`config.mk`:
```
export PLATFORM = sky130hd
export DESIGN_NAME = mmio_hub
export DESIGN_NICKNAME = d
export VERILOG_FILES = /design/src/rtl/mmio_pkg.sv /design/src/rtl/event_fifo.sv /design/src/rtl/mmio_hub.sv
export SDC_FILE = /design/constraint.sdc
export NUM_CORES = 1
export LEC_CHECK = 0
export CORE_MARGIN = 2
export CORE_UTILIZATION = 42
export DETAILED_ROUTE_END_ITERATION = 10
export PLACE_DENSITY_LB_ADDON = 0.05
export REMOVE_ABC_BUFFERS = 1
export SYNTH_ARGS = -nofsm -noshare
export SYNTH_HDL_FRONTEND = slang
export SYNTH_SLANG_ARGS = --single-unit
```
`constraint.sdc`:
```
create_clock -name clk -period 4.1 [get_ports clk]
set_clock_uncertainty 0.1 [all_clocks]
set_input_delay 0.82 -clock clk [delete_from_list [all_inputs] [get_ports clk]]
set_output_delay 0.82 -clock clk [all_outputs]
set_load 0.03 [all_outputs]
```
`src/rtl/mmio_pkg.sv`:
```
// mmio_pkg
// Shared definitions for the memory-mapped I/O hub: access-type codes on
// mmap_sel, register byte offsets, the per-channel register stride and the
// channel handshake state type.
// No ports (package).
package mmio_pkg;

    localparam logic [2:0] SEL_LOAD  = 3'd1;
    localparam logic [2:0] SEL_STORE = 3'd2;
    localparam logic [2:0] SEL_NOP   = 3'd6;

    localparam logic [15:0] ADDR_CYCLE     = 16'h0010;
    localparam logic [15:0] ADDR_INSTR     = 16'h0014;
    localparam logic [15:0] ADDR_CLEAR     = 16'h0018;
    localparam logic [15:0] ADDR_FIFO_STAT = 16'h0020;
    localparam logic [15:0] ADDR_FIFO_POP  = 16'h0024;
    localparam logic [15:0] ADDR_SWITCH    = 16'h0028;
    localparam logic [15:0] ADDR_LED       = 16'h0030;
    localparam logic [15:0] ADDR_CH_DUTY   = 16'h0100;
    localparam logic [15:0] ADDR_CH_STAT   = 16'h0104;

    localparam int CH_STRIDE = 8;

    typedef enum logic [1:0] {
        CH_IDLE = 2'd0,
        CH_REQ  = 2'd1,
        CH_DROP = 2'd2
    } ch_state_t;

    // Byte address of a per-channel register given its channel-0 offset.
    function automatic logic [15:0] ch_addr(input logic [15:0] base, input int ch);
        return base + 16'(ch * CH_STRIDE);
    endfunction

endpackage

```
`src/rtl/event_fifo.sv`:
```
// event_fifo
// Synchronous FIFO holding captured event words.
// Ports:
//   clk, rst        clock and synchronous active-low reset
//   push, din       write request and data
//   pop             read request (advances the head)
//   dout            head entry; when empty it forwards din so that a push
//                   and pop in the same cycle on an empty FIFO pass through
//   count           number of stored entries (0..DEPTH)
//   full, empty     occupancy flags
module event_fifo
    import mmio_pkg::*;
#(
    parameter int W     = 3,
    parameter int DEPTH = 32
) (
    input  logic                   clk,
    input  logic                   rst,
    input  logic                   push,
    input  logic                   pop,
    input  logic [W-1:0]           din,
    output logic [W-1:0]           dout,
    output logic [$clog2(DEPTH):0] count,
    output logic                   full,
    output logic                   empty
);

    localparam int AW = $clog2(DEPTH);
    localparam logic [AW:0] FULL_CNT = (AW+1)'(DEPTH);

    logic [W-1:0]  mem [DEPTH];
    logic [AW-1:0] rd_ptr;
    logic [AW-1:0] wr_ptr;
    logic          bypass;
    logic          do_push;
    logic          do_pop;

    assign empty = (count == '0);
    assign full  = (count == FULL_CNT);

    // On an empty FIFO a simultaneous push/pop hands din straight to the
    // reader and stores nothing; on a full FIFO the pop frees the slot the
    // push writes into.
    assign bypass  = empty & push & pop;
    assign do_pop  = pop & ~empty;
    assign do_push = push & ~bypass & (~full | pop);
    assign dout    = empty ? din : mem[rd_ptr];

    always_ff @(posedge clk) begin
        if (rst && do_push) begin
            mem[wr_ptr] <= din;
        end
    end

    always_ff @(posedge clk) begin
        if (!rst) begin
            rd_ptr <= '0;
            wr_ptr <= '0;
            count  <= '0;
        end else begin
            if (do_push) begin
                wr_ptr <= wr_ptr + 1'b1;
            end
            if (do_pop) begin
                rd_ptr <= rd_ptr + 1'b1;
            end
            count <= count + {{AW{1'b0}}, do_push} - {{AW{1'b0}}, do_pop};
        end
    end

endmodule

```
`src/rtl/mmio_hub.sv`:
```
// mmio_hub
// Memory-mapped peripheral hub: cycle/instruction counters, event FIFO,
// LED register, switch readback and NUM_CH duty-cycle channels that hand
// each new duty value to a consumer over a four-phase req/ack handshake.
// Ports:
//   clk, rst        clock and synchronous active-low reset
//   en              access qualifier
//   addr, mmap_sel  byte offset and access type (LOAD/STORE/NOP)
//   wdata, rdata    store data in, registered load data out (latency 1)
//   leds            LED register
//   switches        switch inputs
//   events          event levels; any rising bit pushes events into the FIFO
//   duty            per-channel duty values, channel c at [c*DW +: DW]
//   req, ack        per-channel four-phase handshake
module mmio_hub
    import mmio_pkg::*;
#(
    parameter int NUM_CH     = 2,
    parameter int DW         = 12,
    parameter int FIFO_DEPTH = 32,
    parameter int EV_W       = 3,
    parameter int LED_W      = 6
) (
    input  logic                 clk,
    input  logic                 rst,
    input  logic                 en,
    input  logic [15:0]          addr,
    input  logic [2:0]           mmap_sel,
    input  logic [31:0]          wdata,
    output logic [31:0]          rdata,
    output logic [LED_W-1:0]     leds,
    input  logic [1:0]           switches,
    input  logic [EV_W-1:0]      events,
    output logic [NUM_CH*DW-1:0] duty,
    output logic [NUM_CH-1:0]    req,
    input  logic [NUM_CH-1:0]    ack
);

    localparam int CW = $clog2(FIFO_DEPTH) + 1;

    logic        is_load;
    logic        is_store;
    logic        cnt_clear;
    logic [31:0] cyc_cnt;
    logic [31:0] ins_cnt;
    logic [31:0] cyc_nxt;
    logic [31:0] ins_nxt;

    logic [EV_W-1:0] ev_prev;
    logic            ev_push;
    logic            pop_req;
    logic [EV_W-1:0] fifo_dout;
    logic [CW-1:0]   fifo_count;
    logic [8:0]      fifo_cnt9;
    logic            fifo_full;
    logic            fifo_empty;
    logic            ovf;
    logic            ovf_set;
    logic            ovf_clr;
    logic [31:0]     pop_val;

    logic [DW-1:0]     ch_duty [NUM_CH];
    logic [NUM_CH-1:0] ch_busy;
    logic [NUM_CH-1:0] ch_err;
    logic [31:0]       rd_val;
    logic              unused_bits;

    assign is_load  = en && (mmap_sel == SEL_LOAD);
    assign is_store = en && (mmap_sel == SEL_STORE);

    // Counter next values double as the load data, so a load of a counter
    // reports the count including the cycle of the load itself.
    assign cnt_clear = is_store && (addr == ADDR_CLEAR);
    assign cyc_nxt   = cnt_clear ? 32'd0 : cyc_cnt + 32'd1;
    assign ins_nxt   = cnt_clear ? 32'd0 : ins_cnt + 32'(en && (mmap_sel != SEL_NOP));

    always_ff @(posedge clk) begin
        if (!rst) begin
            cyc_cnt <= '0;
            ins_cnt <= '0;
        end else begin
            cyc_cnt <= cyc_nxt;
            ins_cnt <= ins_nxt;
        end
    end

    assign ev_push = |(events & ~ev_prev);
    assign pop_req = is_load && (addr == ADDR_FIFO_POP);

    event_fifo #(
        .W     (EV_W),
        .DEPTH (FIFO_DEPTH)
    ) u_fifo (
        .clk   (clk),
        .rst   (rst),
        .push  (ev_push),
        .pop   (pop_req),
        .din   (events),
        .dout  (fifo_dout),
        .count (fifo_count),
        .full  (fifo_full),
        .empty (fifo_empty)
    );

    // The status field has 8 count bits; a 256-deep FIFO that is full
    // therefore reads count 0 with empty clear.
    assign fifo_cnt9 = 9'(fifo_count);
    assign pop_val   = (fifo_empty && !ev_push) ? 32'd0 : 32'(fifo_dout);

    // A same-cycle pop makes room, so only an unaccompanied push to a full
    // FIFO is an overflow; a new overflow wins over a clear.
    assign ovf_set = ev_push && fifo_full && !pop_req;
    assign ovf_clr = is_store && (addr == ADDR_FIFO_STAT) && wdata[9];

    always_ff @(posedge clk) begin
        if (!rst) begin
            ev_prev <= events;
            ovf     <= 1'b0;
            leds    <= '0;
        end else begin
            ev_prev <= events;
            ovf     <= ovf_set | (ovf & ~ovf_clr);
            if (is_store && (addr == ADDR_LED)) begin
                leds <= wdata[LED_W-1:0];
            end
        end
    end

    for (genvar c = 0; c < NUM_CH; c++) begin : g_ch
        ch_state_t     state;
        logic [DW-1:0] duty_q;
        logic          req_q;
        logic          err_q;
        logic          duty_hit;
        logic          stat_clr;

        assign duty_hit = is_store && (addr == ch_addr(ADDR_CH_DUTY, c));
        assign stat_clr = is_store && (addr == ch_addr(ADDR_CH_STAT, c)) && wdata[1];

        // Duty is only latched from IDLE so the consumer sees a stable
        // value for the whole handshake; stores arriving later are flagged.
        always_ff @(posedge clk) begin
            if (!rst) begin
                state  <= CH_IDLE;
                duty_q <= '0;
                req_q  <= 1'b0;
                err_q  <= 1'b0;
            end else begin
                case (state)
                    CH_IDLE: begin
                        if (duty_hit) begin
                            duty_q <= wdata[DW-1:0];
                            req_q  <= 1'b1;
                            state  <= CH_REQ;
                        end
                    end
                    CH_REQ: begin
                        if (ack[c]) begin
                            req_q <= 1'b0;
                            state <= CH_DROP;
                        end
                    end
                    CH_DROP: begin
                        if (!ack[c]) begin
                            state <= CH_IDLE;
                        end
                    end
                    default: begin
                        req_q <= 1'b0;
                        state <= CH_IDLE;
                    end
                endcase

                if (duty_hit && (state != CH_IDLE)) begin
                    err_q <= 1'b1;
                end else if (stat_clr) begin
                    err_q <= 1'b0;
                end
            end
        end

        assign ch_duty[c]         = duty_q;
        assign ch_busy[c]         = (state != CH_IDLE);
        assign ch_err[c]          = err_q;
        assign duty[c*DW +: DW]   = duty_q;
        assign req[c]             = req_q;
    end

    always_comb begin
        rd_val = '0;
        case (addr)
            ADDR_CYCLE:     rd_val = cyc_nxt;
            ADDR_INSTR:     rd_val = ins_nxt;
            ADDR_FIFO_STAT: rd_val = {22'd0, ovf, fifo_cnt9[7:0], fifo_empty};
            ADDR_FIFO_POP:  rd_val = pop_val;
            ADDR_SWITCH:    rd_val = {30'd0, switches};
            ADDR_LED:       rd_val = 32'(leds);
            default:        rd_val = '0;
        endcase
        for (int c = 0; c < NUM_CH; c++) begin
            if (addr == ch_addr(ADDR_CH_DUTY, c)) begin
                rd_val = 32'(ch_duty[c]);
            end
            if (addr == ch_addr(ADDR_CH_STAT, c)) begin
                rd_val = {30'd0, ch_err[c], ch_busy[c]};
            end
        end
    end

    always_ff @(posedge clk) begin
        if (!rst) begin
            rdata <= '0;
        end else if (is_load) begin
            rdata <= rd_val;
        end
    end

    assign unused_bits = ^{wdata, fifo_cnt9};

endmodule

```
==> results.cfg <==
[status]
run_status = complete, no violations

[setup_path]
reg2reg_slack_ns = 1.25
critPathMaxFanout = 4
rr_endpoint = rdata[1]
rr_worst_depth = 5
crit_arrival_ns = 3.80
path_class = in -> reg
cp-end-kind = register
cp.required_ns = 4.41
worstSetupStartpointType = input pin

[worst_hold_path]
min_to = g_ch[1].req_q
min_path_type = reg -> reg
min_from = g_ch[1].req_q
hold_depth = 2

[power]
intPower_mw = 4.43
p_per_area_mw_per_mm2 = 417
combPwrFrac = 0.100
swShare = 0.238
p_leak_nw = 4.70
clkPwrFrac = 0.434
irDropWorstVdd_mv = 0.364
finalPower_mw = 5.81
seqPwrFrac = 0.466
p_switching_mw = 1.38

[synth]
synth.distinct_cells = 71
ys_ff_latch = 255
yosysSeqAreaShare = 0.534
yosysWarnings = 0
synth_edf_count = 96
async_reset_ff_frac = 0
syn_area_mm2 = 0.0114
synthesis.instances = 1073
avgSynthCellArea_um2 = 10.6
ys.flop_type = dfxtp_1

[detailed_routing]
dr.first_iter.drc_count = 613
detailroute.via_count = 8569
ant_nets = 0
drc = 0
drt-total-wl_um = 30500
dr.pass1.iters = 5
vias_per_cell = 5.47
post_drt_wl_per_cell_um = 19.5

[cts]
max-clock-path-buffers = 3
htree_levels = 1
postCtsHoldBufs = 0
clkLatencyLatePin_ns = 0.55
postCtsResizedCells = 0
cts_root_buffer = clkbuf_16
postCtsSetupBuffers = 0
cts_tree = built
clk_pin_slew_ns = 0.06
cts.sinks = 255
cts_buffers = 29

[grt]
grt_usage = 0.213
grt_pass1_wl_um = 47300
antenna_found_initial = 1
grt_max_degree = 36
gr-total-overflow = 0
grt_pass1_vias = 8390

[sta]
setup_slack_ns = 0.611
fin_crit_ns = 3.49
rsz0062_at_grt = no
fin_tns_setup_ns = 0
worst_pin_slew_ns = 0.726
drv_slew = 0
hold_violations = 0
setup_viol = 0
finalCritPeriodShare = 0.851
max_slew_margin = 0.503
fmax_mhz = 287

[floorplanning]
core_mm2 = 0.0268
dieArea_mm2 = 0.0284
fp.dieH_um = 169
die_x_um = 169
start_util = 0.424
rows = 60
ios = 125

[place]
gp_congestion = 0.936
dp_hpwl_um = 21900
place_worst_setup_slack_ns = 0.0669
numPortBuffers = 104

[final_layout]
syn2layout_area_growth_pct = 22.6
num_antenna_cells = 0
nets = 1283
drive_above_1_share = 0.118
fin_util = 0.520
fill_cells = 2427

[flow_run]
cap_violations = 0
-- layer usage --
layer | wire [um] | track usage | vias to the layer above
li1 | - | - | 4176
met1 | 14400 | 0.311 | 4154
met2 | 14100 | 0.348 | 212
met3 | 1570 | 0.0253 | 27
met4 | 402 | 0.0364 | 0
met5 | 0 | 0 | -
-- layout by cell type, fill, tap and decap left out, types with 9 or more instances in the layout --
master / count
and3_1: 23
buf_4: 49
mux2i_1: 19
nand2_1: 97
edfxtp_1: 96
a21oi_1: 58
o22ai_1: 22
nand4_1: 28
o21ai_0: 10
inv_1: 22
nor2b_1: 12
xor2_1: 46
clkbuf_1: 9
clkdlybuf4s50_1: 104
nor2_1: 143
nand3_1: 43
xnor2_1: 26
clkbuf_16: 29
ha_1: 17
mux4_2: 22
a22o_1: 16
dfxtp_1: 159
a22oi_1: 9
nor3_1: 19
-- Yosys cell counts, drive strengths merged, types with 3 or more instances --
| library cell | instances | share of area |
|---|---|---|
| o21ai | 10 | 0.0044 |
| ha | 17 | 0.019 |
| a31oi | 5 | 0.0028 |
| nor4b | 6 | 0.0063 |
| buf | 23 | 0.011 |
| nor3b | 6 | 0.0040 |
| nand3 | 49 | 0.024 |
| mux2i | 19 | 0.017 |
| mux4 | 22 | 0.044 |
| nand2b | 7 | 0.0039 |
| nand3b | 7 | 0.0046 |
| a221oi | 3 | 0.0023 |
| inv | 23 | 0.0076 |
| nor2b | 12 | 0.0066 |
| a21oi | 58 | 0.026 |
| nand4 | 28 | 0.015 |
| o22ai | 22 | 0.012 |
| a21o | 3 | 0.0020 |
| a222oi | 3 | 0.0026 |
| edfxtp | 96 | 0.25 |
| clkbuf | 32 | 0.011 |
| and4 | 8 | 0.0062 |
| nand2 | 97 | 0.032 |
| a22o | 16 | 0.012 |
| o211ai | 3 | 0.0020 |
| a22oi | 9 | 0.0059 |
| nand4b | 3 | 0.0023 |
| or3 | 6 | 0.0033 |
| nor2 | 143 | 0.047 |
| nor4 | 17 | 0.017 |
| and2 | 9 | 0.0050 |
| xnor2 | 26 | 0.020 |
| nor3 | 21 | 0.011 |
| xor2 | 46 | 0.035 |
| and3 | 23 | 0.013 |
| dfxtp | 159 | 0.28 |
| o31ai | 5 | 0.0045 |
-- sequential cells by signal (all words and copies together) (netlist names), named ones only --
register       count
ev_prev            3
u_fifo.mem        96
rdata             32
g_ch.state         4
g_ch.req_q         2
leds               6
u_fifo.rd_ptr      5
u_fifo.wr_ptr      5
ovf                1
u_fifo.count       6
ins_cnt           32
g_ch.err_q         2
g_ch.duty_q       24
cyc_cnt           32
-- worst max path at each step --
| stage | from | cells after the start | endpoint |
|---|---|---|---|
| 2_1_floorplan | en | 11 | u_fifo.count[4] |
| 3_3_place_gp | mmap_sel[0] | 13 | u_fifo.count[4] |
| 3_5_place_dp | mmap_sel[0] | 13 | u_fifo.count[5] |
| 4_1_cts | mmap_sel[0] | 13 | u_fifo.count[5] |
| 5_1_grt | mmap_sel[0] | 13 | u_fifo.count[5] |
| 6_report | mmap_sel[0] | 13 | u_fifo.count[4] |
-- power groups by stage --
| stage | Clock, mW | Combinational [mW] | Sequential (mW) |
|---|---|---|---|
| global route | 2.67 | 0.661 | 2.72 |
| global placement | 0 | 0.577 | 2.76 |
| floorplan | 0 | 0.356 | 2.76 |
| finish | 2.52 | 0.580 | 2.71 |
| detailed placement | 0 | 0.579 | 2.77 |
| CTS | 2.58 | 0.583 | 2.71 |
-- area by class of cell --
type                            instances  area, um2  area share
Clock buffer                           43        828      0.0594
Clock inverter                          9        100     0.00718
Inverter                               23       86.3     0.00619
Multi-Input combinational cell        740       4980       0.357
Sequential cell                       255       6070       0.435
Tap cell                              341        427      0.0306
Timing Repair Buffer                  155       1450       0.104
-- metrics by stage --
| stage | instances | cell area [um2] | hold WS (ns) |
|---|---|---|---|
| final | 1566 | 13900 | 0.362 |
| after global routing | 1566 | 13900 | 0.393 |
| after CTS | 1566 | 13900 | 0.364 |
| after detailed placement | 1514 | 13000 | 0.355 |
| after global placement | 1514 | 13000 | 0.347 |
| after floorplan | 1018 | 11100 | 0.341 |
-- worst max-delay path, cell delays in order --
cell	delay [ns]
clkdlybuf4s50_1	0.48
inv_1	0.09
or4_1	0.68
nor3_1	0.37
ha_1	0.17
inv_1	0.04
ha_1	0.21
fa_1	0.41
a21oi_1	0.15
nor2_1	0.05
nor2_1	0.11
xor2_1	0.17
nor2_1	0.05
-- logic make-up after synthesis --
logic type,after synthesis,share of synthesized area
AND/OR/NAND/NOR,450,0.207
flip-flops,255,0.534
AO/OA/AOI/OAI,157,0.0919
buffers and inverters,78,0.0291
XOR/XNOR,72,0.0555
multiplexers,43,0.0623
adder cells (fa/ha/maj),18,0.0205
Power figures use the tool's default switching activity.
